===== config.mk =====
export PLATFORM = sky130hd
export DESIGN_NAME = rtdc_set_ctrl
export DESIGN_NICKNAME = d
export VERILOG_FILES = /design/src/rtl/rtdc_pkg.sv /design/src/rtl/rtdc_bcd_wrap_inc.sv /design/src/rtl/rtdc_set_ctrl.sv
export SDC_FILE = /design/constraint.sdc
export NUM_CORES = 1
export LEC_CHECK = 0
export ABC_CLOCK_PERIOD_IN_PS = 2300
export BUFFER_PORTS_ARGS = -buffer_cell sky130_fd_sc_hd__buf_4
export CAP_MARGIN = 15
export CORE_MARGIN = 2
export CORE_UTILIZATION = 30
export DETAILED_ROUTE_END_ITERATION = 6
export PLACE_DENSITY_LB_ADDON = 0.05
export SYNTH_ARGS = -nofsm -noshare
export SYNTH_HDL_FRONTEND = slang
export SYNTH_SLANG_ARGS = --single-unit
export TNS_END_PERCENT = 30

===== constraint.sdc =====
create_clock -name clk -period 2.3 [get_ports clk]
set_clock_uncertainty 0.2 [all_clocks]
set_input_delay 0.46 -clock clk [delete_from_list [all_inputs] [get_ports clk]]
set_output_delay 0.46 -clock clk [all_outputs]
set_load 0.05 [all_outputs]

===== src/rtl/rtdc_pkg.sv =====
// rtdc_pkg: shared types and constants for the real-time-clock set controller.
//   state_t  - controller states; the encoding is also exported on the mode port
//   bcd2_t   - two-digit packed BCD value {tens, units}
//   HR_MAX   - last valid hours value before wrapping to 00
//   MIN_MAX  - last valid minutes value before wrapping to 00
//   BLANK_*  - digit blank masks {hr_m,hr_l,min_m,min_l,sec_m,sec_l}
package rtdc_pkg;

  typedef enum logic [1:0] {
    RUN     = 2'd0,
    SET_HR  = 2'd1,
    SET_MIN = 2'd2,
    COMMIT  = 2'd3
  } state_t;

  typedef logic [7:0] bcd2_t;

  localparam bcd2_t HR_MAX  = 8'h23;
  localparam bcd2_t MIN_MAX = 8'h59;

  localparam logic [5:0] BLANK_NONE = 6'b000000;
  localparam logic [5:0] BLANK_HR   = 6'b110000;
  localparam logic [5:0] BLANK_MIN  = 6'b001100;

endpackage


===== src/rtl/rtdc_bcd_wrap_inc.sv =====
// rtdc_bcd_wrap_inc: combinational two-digit BCD increment that wraps to 00
// after MAX.
//   Parameters: MAX - last value before the wrap (BCD, e.g. 8'h23 or 8'h59)
//   Ports:      val - current BCD value
//               inc - val + 1 in BCD, or 00 when val has reached MAX
module rtdc_bcd_wrap_inc
  import rtdc_pkg::*;
#(
  parameter bcd2_t MAX = MIN_MAX
) (
  input  logic [7:0] val,
  output logic [7:0] inc
);

  // Valid BCD orders the same way as binary, so ">=" also folds any
  // out-of-range value from the counter chain back to 00.
  always_comb begin
    if (val >= MAX) begin
      inc = 8'h00;
    end else if (val[3:0] >= 4'd9) begin
      inc = {val[7:4] + 4'd1, 4'd0};
    end else begin
      inc = {val[7:4], val[3:0] + 4'd1};
    end
  end

endmodule


===== src/rtl/rtdc_set_ctrl.sv =====
// rtdc_set_ctrl: time-set and sequencing controller for the BCD RTC chain.
//   Generates the 1 Hz advance pulse, runs the two-button hours/minutes set
//   state machine, issues a one-cycle parallel load and blinks the digit
//   pair under edit. All state updates on the falling edge of clk.
//
//   Parameters: TICK_DIV  - clk cycles per tick_en pulse (>= 2)
//               BLINK_DIV - clk cycles per blink phase (>= 1)
//               TIMEOUT_S - idle seconds before set mode aborts
//   Optional:   define RTDC_SET_TIMEOUT_EN to build the set-mode timeout.
//
//   Ports: clk, rst (async, active high)
//          btn_mode, btn_inc   - debounced single-cycle button pulses
//          cur_hr, cur_min     - current BCD time from the counter chain
//          tick_en             - one-cycle advance to the seconds counter
//          load, ld_hr, ld_min - parallel load strobe and BCD load values
//          blank               - per-digit blank mask, 1 = dark
//          mode                - state encoding for status LEDs
module rtdc_set_ctrl
  import rtdc_pkg::*;
#(
  parameter int TICK_DIV  = 50000000,
  parameter int BLINK_DIV = 25000000,
  parameter int TIMEOUT_S = 30
) (
  input  logic       clk,
  input  logic       rst,
  input  logic       btn_mode,
  input  logic       btn_inc,
  input  logic [7:0] cur_hr,
  input  logic [7:0] cur_min,
  output logic       tick_en,
  output logic       load,
  output logic [7:0] ld_hr,
  output logic [7:0] ld_min,
  output logic [5:0] blank,
  output logic [1:0] mode
);

  localparam int PW = $clog2(TICK_DIV);
  localparam int BW = (BLINK_DIV > 1) ? $clog2(BLINK_DIV) : 1;
  localparam logic [PW-1:0] PRESC_LAST = PW'(TICK_DIV - 1);
  localparam logic [BW-1:0] BLINK_LAST = BW'(BLINK_DIV - 1);

  state_t        state, state_nx;
  bcd2_t         edit_hr, edit_min;
  bcd2_t         hr_inc, min_inc;
  logic [PW-1:0] presc;
  logic [BW-1:0] blink_cnt;
  logic          blink_ph;

  logic in_set;
  logic inc_ok;
  logic state_chg;
  logic presc_last;
  logic presc_en;
  logic presc_clr;
  logic timeout;

  assign in_set     = (state == SET_HR) || (state == SET_MIN);
  // btn_mode wins over a simultaneous btn_inc.
  assign inc_ok     = btn_inc && !btn_mode && in_set;
  assign state_chg  = (state_nx != state);
  assign presc_last = (presc == PRESC_LAST);

  rtdc_bcd_wrap_inc #(.MAX(HR_MAX)) u_hr_inc (
    .val (edit_hr),
    .inc (hr_inc)
  );

  rtdc_bcd_wrap_inc #(.MAX(MIN_MAX)) u_min_inc (
    .val (edit_min),
    .inc (min_inc)
  );

`ifdef RTDC_SET_TIMEOUT_EN
  // The prescaler also runs in the set states so it can time the idle
  // seconds; tick_en stays gated to RUN so the clock itself does not advance.
  localparam int SW = $clog2(TIMEOUT_S + 1);
  localparam logic [SW-1:0] SEC_LAST = SW'(TIMEOUT_S - 1);

  logic [SW-1:0] sec_cnt;
  logic          btn_any;

  assign btn_any   = btn_mode || btn_inc;
  assign presc_en  = (state == RUN) || in_set;
  assign presc_clr = in_set && btn_any;
  assign timeout   = in_set && !btn_any && presc_last && (sec_cnt == SEC_LAST);

  always_ff @(negedge clk or posedge rst) begin
    if (rst) begin
      sec_cnt <= '0;
    end else if (!in_set || btn_any || state_chg) begin
      sec_cnt <= '0;
    end else if (presc_last) begin
      sec_cnt <= sec_cnt + 1'b1;
    end
  end
`else
  assign presc_en  = (state == RUN);
  assign presc_clr = 1'b0;
  // Constant false; TIMEOUT_S only matters when the timeout is built.
  assign timeout   = (TIMEOUT_S < 0);
`endif

  // NOTE: every output of a combinational block is given a default first so
  // no path through the case leaves it unassigned, which would infer a latch.
  always_comb begin
    state_nx = state;
    case (state)
      RUN:     if (btn_mode) state_nx = SET_HR;
      SET_HR:  if (btn_mode) state_nx = SET_MIN;
               else if (timeout) state_nx = RUN;
      SET_MIN: if (btn_mode) state_nx = COMMIT;
               else if (timeout) state_nx = RUN;
      COMMIT:  state_nx = RUN;
      default: state_nx = RUN;
    endcase
  end

  // NOTE: registers use non-blocking assignments so every flop samples the
  // pre-edge values; the asynchronous reset sits in the sensitivity list.
  always_ff @(negedge clk or posedge rst) begin
    if (rst) begin
      state <= RUN;
    end else begin
      state <= state_nx;
    end
  end

  // Edit registers: snapshot the live time on entry, bump the selected field
  // on accepted increments, and drop everything on a timeout abort.
  always_ff @(negedge clk or posedge rst) begin
    if (rst) begin
      edit_hr  <= 8'h00;
      edit_min <= 8'h00;
    end else if (state == RUN && btn_mode) begin
      edit_hr  <= cur_hr;
      edit_min <= cur_min;
    end else if (timeout) begin
      edit_hr  <= 8'h00;
      edit_min <= 8'h00;
    end else if (inc_ok && state == SET_HR) begin
      edit_hr  <= hr_inc;
    end else if (inc_ok && state == SET_MIN) begin
      edit_min <= min_inc;
    end
  end

  // Clearing on every state change makes the first tick after COMMIT land a
  // full TICK_DIV cycles after re-entering RUN.
  always_ff @(negedge clk or posedge rst) begin
    if (rst) begin
      presc <= '0;
    end else if (!presc_en || state_chg || presc_clr || presc_last) begin
      presc <= '0;
    end else begin
      presc <= presc + 1'b1;
    end
  end

  // Blink restarts on every state change and accepted increment so the digits
  // stay solid while they are being stepped.
  always_ff @(negedge clk or posedge rst) begin
    if (rst) begin
      blink_cnt <= '0;
      blink_ph  <= 1'b0;
    end else if (!in_set || state_chg || inc_ok) begin
      blink_cnt <= '0;
      blink_ph  <= 1'b0;
    end else if (blink_cnt == BLINK_LAST) begin
      blink_cnt <= '0;
      blink_ph  <= ~blink_ph;
    end else begin
      blink_cnt <= blink_cnt + 1'b1;
    end
  end

  always_comb begin
    blank = BLANK_NONE;
    if (blink_ph) begin
      if (state == SET_HR)  blank = BLANK_HR;
      if (state == SET_MIN) blank = BLANK_MIN;
    end
  end

  assign tick_en = (state == RUN) && presc_last;
  assign load    = (state == COMMIT);
  assign ld_hr   = edit_hr;
  assign ld_min  = edit_min;
  assign mode    = state;

endmodule

==> flow_metrics.env, run 1 <==
export IMPL_drt_total_wl_microns=11700
export IMPL_final_cell_mix="125 x buf_4, 70 x dfrtn_1, 32 x nand2_1"
export IMPL_synthMuxAreaShare_pct=0.515
export IMPL_viasPerCell=5.12
export IMPL_end_kind="output port"
export IMPL_drtIter0Drc=153
export IMPL_total_power_mw=6.75
export IMPL_synth_compound_area_share_pct=14.8
export IMPL_status="finished, violations left"
export IMPL_grt_max_degree=48
export IMPL_drive_gt1_share_pct=40.9
export IMPL_rsz0062_at_grt="yes"
export IMPL_ys_warn_count=0
export IMPL_min_path_type="reg -> reg"
export IMPL_grt_pass1_wl_microns=19600
export IMPL_insertion_delay_ns=0.34
export IMPL_numCtsBuffers=9
export IMPL_diodes=0
export IMPL_max_slew_margin_pct=61.5
export IMPL_hold_viol_final=0
export IMPL_cts_tree="yes"
export IMPL_netlist_area_sq_um=4130
export IMPL_ios=46
export IMPL_synthAdderAreaFrac_pct=5.45
export IMPL_grt_usage_pct=16.9
export IMPL_initial_core_util_pct=30.9
export IMPL_violations="setup timing"
export IMPL_core_area_sq_um=13300
export IMPL_clockRootBuffer="clkbuf_16"
export IMPL_synth_xor_xnor_area_share_pct=5.94
export IMPL_firstDrtPassIters=7
export IMPL_gp_congestion=0.802
export IMPL_yosys_area_share_simple_pct=26.2
export IMPL_die_w_microns=121
export IMPL_cts_buffer_depth=2
export IMPL_wl_per_cell_microns=15.2
export IMPL_fin_ws_ns=-1.21
export IMPL_crit_required_ns=1.64
export IMPL_fin_area_sq_um=6390
export IMPL_dp_slack_ns=-0.916
export IMPL_synthArstFlopShare_pct=100
export IMPL_worstMarginPinSlew_ns=0.576
export IMPL_clock_sinks=70
export IMPL_syn_area_per_cell_sq_um=9.62
export IMPL_synth_cell_types=60
export IMPL_ant_nets=0
export IMPL_synth_seq_cells=70
export IMPL_slew_viol_final=0
export IMPL_p_leak_nw=2.72
export IMPL_htree_levels=3
export IMPL_vdd_drop_max_mv=0.399
export IMPL_synth_top_family_by_area="simple AND/OR/NAND/NOR gates"
export IMPL_hpwl_microns=7940
export IMPL_synthToLayoutAreaGrowth_pct=54.8
export IMPL_final_common_cell="buf_4"
export IMPL_grt_overflow=0
export IMPL_report_final_setup_viol=94
export IMPL_antenna_found_initial=0
export IMPL_ys_seq_area_share_pct=42.4
export IMPL_synthCells=429
export IMPL_synth_edf_count=0
export IMPL_die_h_microns=121
export IMPL_finalSetupTns_ns=-35.14
export IMPL_crit_type="reg -> out"
export IMPL_num_vias=3932
export IMPL_dp_cells=726
export IMPL_place_area_sq_um=5410
export IMPL_powerDensity_nw_per_um2=1060
export IMPL_grt_pass1_vias=3992
export IMPL_rows=42
export IMPL_path_max_fanout=2
export IMPL_clk_pin_slew_ns=0.04
export IMPL_fin_cells=768
export IMPL_arrival_ns=2.85
export IMPL_critPathLaunchType="flop"
export IMPL_port_buffers=43
export IMPL_die_area_sq_um=14700
export IMPL_drc_errors=0
export IMPL_nNetsFinal=625
export IMPL_maxCapViolCount=0
export IMPL_ys_flop_type="dfrtn_1"
-- worst max-delay path, cell delays in order (launching register included) --
cell and delay [ns]:
dfrtn_1 0.41, ha_2 0.18, and4_4 0.26, nand2_4 0.06, nor3_4 0.13, and2_4 0.18, buf_8 0.14
-- synth_stat cells (3+ instances only) --
master | count | share of area [%]
a21oi_1 | 7 | 0.85
nand3_1 | 21 | 2.5
nor4_1 | 8 | 1.2
clkbuf_1 | 16 | 1.5
nor2_1 | 9 | 0.82
xor2_1 | 16 | 3.4
ha_1 | 18 | 5.5
nand2b_1 | 3 | 0.45
nor4b_1 | 4 | 0.85
inv_1 | 21 | 1.9
or4_1 | 17 | 3.1
or3_1 | 6 | 0.91
dfrtn_1 | 70 | 42
nor3_1 | 34 | 4.1
and4_1 | 8 | 1.7
o21ai_0 | 13 | 1.6
o211ai_1 | 3 | 0.55
nand2_1 | 34 | 3.1
nand4_1 | 13 | 2.0
a211oi_1 | 19 | 3.5
a22o_1 | 3 | 0.64
and3_1 | 3 | 0.45
xnor2_1 | 12 | 2.5
and2_1 | 7 | 1.1
buf_4 | 4 | 0.73
o31ai_1 | 15 | 2.7
a221o_1 | 3 | 0.73
-- cell type report --
type / instances / area, sq um
inverter: 21 / 82.6
fill: 1272 / 6960
tap: 176 / 220
sequential: 70 / 1750
timing repair buffer: 168 / 1500
clock inverter: 5 / 82.6
multi-input combinational: 317 / 2510
clock buffer: 11 / 243
-- flip-flops by register name, summed over array words and instances, names as in the netlist --
name	count
mode	2
ld_min	8
blink_cnt	25
presc	26
ld_hr	8
blink_ph	1
-- timing repair --
item	4_1_cts	5_1_grt
endpoints found under the setup margin	92	94
buffers inserted	16	7
pin swaps	17	13
gates resized for setup	75	26
gates cloned	3	0
hold buffers	0	0
hold endpoints to repair	0	0
-- cell families after synthesis --
group	count (synthesis)
other	1
muxes	2
adders and majority gates	18
DFF	70
and+or+nand+nor	183
buffers and inverters	43
xor gates and xnor gates	28
AOI/OAI and AO/OA	84
-- layer usage --
layer / vias to the layer above / share of wire [%] / global-route usage, %
li1: 1933 / - / -
met3: 17 / 3.3 / 2.91
met2: 73 / 48 / 28.8
met4: 0 / 1.6 / 5.96
met5: - / 0 / 0
met1: 1909 / 47 / 21.4
-- final timing paths --
kind / startpoint / to / slack [ns] / depth (start not counted)
worst max-delay path: presc[0] / tick_en / -1.21 / 6
worst max register to register: mode[0] / presc[21] / -0.14 / 10
worst min-delay path: blink_cnt[0] / blink_cnt[0] / 0.28 / 1
worst min register to register: blink_cnt[0] / blink_cnt[0] / 0.28 / 1
max in group asynchronous: rst / presc[0] / 0.59 / 3
min in group asynchronous: rst / ld_hr[2] / 1.02 / 3
-- where the power goes --
part	internal, mW	switching (mW)
sequential	1.42	0.118
combinational	1.72	1.95
clock	0.982	0.570
-- metrics by stage --
stage	utilization, %	hold WS (ns)
after floorplan	-	0.259
after global placement	40.5	0.283
after detailed placement	40.5	0.294
after CTS	46.7	0.293
after global routing	47.9	0.300
final	47.9	0.282
No activity file was read; power rests on OpenSTA's default activity.
==> run 2, diff against run 1 <==
Settings changed: TNS_END_PERCENT 30 to 100.
==> run 2 against run 1 <==
The flow still finishes with violations (setup timing). Global-route usage rose by 0.64 points. Cell count rose by 0.91%. Critical path depth did not move. Core utilization rose by 3.6 points. First-iteration DRC count rose by 29%. Clock power fell by 8%. Hold slack improved by 0.029 ns. Die area did not move. Sequential power barely moved. Wire length rose by 3.9%. Via count rose by 1.1%. Register-to-register slack got worse by 0.02 ns.
==> flow_metrics.env, run 2 (synthesized netlist as in run 1, its figures left out) <==
export IMPL_status="finished, violations left"
export IMPL_violations="setup timing"
export IMPL_synthToLayoutAreaGrowth_pct=66.3
export IMPL_finalSetupTns_ns=-36.78
export IMPL_p_leak_nw=2.81
export IMPL_slew_viol_final=0
export IMPL_grt_pass1_wl_microns=20300
export IMPL_die_area_sq_um=14700
export IMPL_insertion_delay_ns=0.34
export IMPL_diodes=0
export IMPL_final_common_cell="buf_4"
export IMPL_hpwl_microns=7910
export IMPL_worstMarginPinSlew_ns=0.592
export IMPL_path_delay_family="simple AND/OR/NAND/NOR gates"
export IMPL_critPathLaunchType="flop"
export IMPL_num_vias=3974
export IMPL_clockRootBuffer="clkbuf_16"
export IMPL_fin_hold_ws_ns=0.311
export IMPL_drt_total_wl_microns=12200
export IMPL_antenna_found_initial=0
export IMPL_end_kind="output port"
export IMPL_crit_required_ns=1.64
export IMPL_port_buffers=43
export IMPL_grt_usage_pct=17.5
export IMPL_crit_buf_inv=1
export IMPL_grt_pass1_vias=4003
export IMPL_cts_tree="yes"
export IMPL_report_final_setup_viol=92
export IMPL_fin_area_sq_um=6870
export IMPL_initial_core_util_pct=30.9
export IMPL_clk_pin_slew_ns=0.04
export IMPL_htree_levels=3
export IMPL_wl_per_cell_microns=15.7
export IMPL_clock_sinks=70
export IMPL_die_h_microns=121
export IMPL_min_path_type="reg -> reg"
export IMPL_max_stage_delay_ns=0.41
export IMPL_die_w_microns=121
export IMPL_path_max_fanout=2
export IMPL_rows=42
export IMPL_final_cell_mix="120 x buf_4, 70 x dfrtn_1, 33 x buf_6"
export IMPL_vdd_drop_max_mv=0.341
export IMPL_rsz0062_at_grt="yes"
export IMPL_nNetsFinal=632
export IMPL_holdBufCountCts=0
export IMPL_drtIter0Drc=197
export IMPL_ant_nets=0
export IMPL_hold_viol_final=0
export IMPL_cp_cell_sequence="ha_2 -> and4_4 -> nand2_4 -> nor3_4 -> and2_4 -> buf_8"
export IMPL_reg_top3="presc: 26 flops, blink_cnt: 25 flops"
export IMPL_powerDensity_nw_per_um2=1060
export IMPL_regMostFlops="presc"
export IMPL_firstDrtPassIters=4
export IMPL_viasPerCell=5.13
export IMPL_numCtsBuffers=9
export IMPL_ios=46
export IMPL_grt_max_degree=28
export IMPL_crit_type="reg -> out"
export IMPL_grt_overflow=0
export IMPL_max_slew_margin_pct=60.5
export IMPL_place_area_sq_um=5450
export IMPL_drc_errors=0
export IMPL_cts_buffer_depth=2
export IMPL_arrival_ns=2.87
export IMPL_core_area_sq_um=13300
export IMPL_largest_reg_flops=26
export IMPL_maxCapViolCount=0
export IMPL_drive_gt1_share_pct=48.1
export IMPL_fin_ws_ns=-1.23
export IMPL_gp_congestion=0.744
export IMPL_cpMaxStageDelayCell="dfrtn_1"
[run 2: layer usage]
layer / track usage, % / share of wire (%) / wire [microns]
met2: 28.7 / 49 / 5940
met5: 0 / 0 / 0
met1: 23.3 / 46 / 5620
met4: 6.54 / 1.4 / 170
met3: 2.68 / 3.4 / 417
[run 2: repair_timing]
| action | in CTS | in global routing |
|---|---|---|
| pin swaps | 33 | 30 |
| gates cloned | 7 | 0 |
| setup endpoints to repair | 92 | 92 |
| setup buffers | 20 | 15 |
| gates resized for setup | 111 | 50 |
[run 2: path summary, 6_finish.rpt]
path / from / end / slack, ns / cells after the start
max reg2reg: presc[1] / presc[16] / -0.16 / 7
min: blink_cnt[0] / blink_cnt[0] / 0.31 / 1
max in group asynchronous: rst / presc[1] / 0.64 / 3
min in group asynchronous: rst / presc[23] / 1.05 / 3
max: presc[1] / tick_en / -1.23 / 6
min reg2reg: blink_cnt[0] / blink_cnt[0] / 0.31 / 1
[run 2: cell type report]
cell class | instances | area, sq um
fill | 1225 | 6480
multi-input combinational | 317 | 2810
sequential | 70 | 1750
timing repair buffer | 175 | 1700
clock buffer | 12 | 256
tap | 176 | 220
inverter | 21 | 82.6
clock inverter | 4 | 45.0
[run 2: power breakdown]
group	leakage, nW	internal [mW]	switching [mW]	total, mW
combinational	1.70	2.10	2.24	4.34
sequential	0.950	1.42	0.117	1.54
clock	0.152	0.893	0.534	1.43
total	2.81	4.41	2.89	7.31
[run 2: through the flow]
stage                     instances  setup slack, ns  utilization (%)  power, mW
after floorplan                 430            -1.00                -       3.35
after global placement          722           -0.906             40.8       4.36
after detailed placement        722           -0.918             40.8       4.37
after CTS                       765            -1.24             49.5       7.24
after global routing            775            -1.30             51.5       7.70
final                           775            -1.23             51.5       7.31
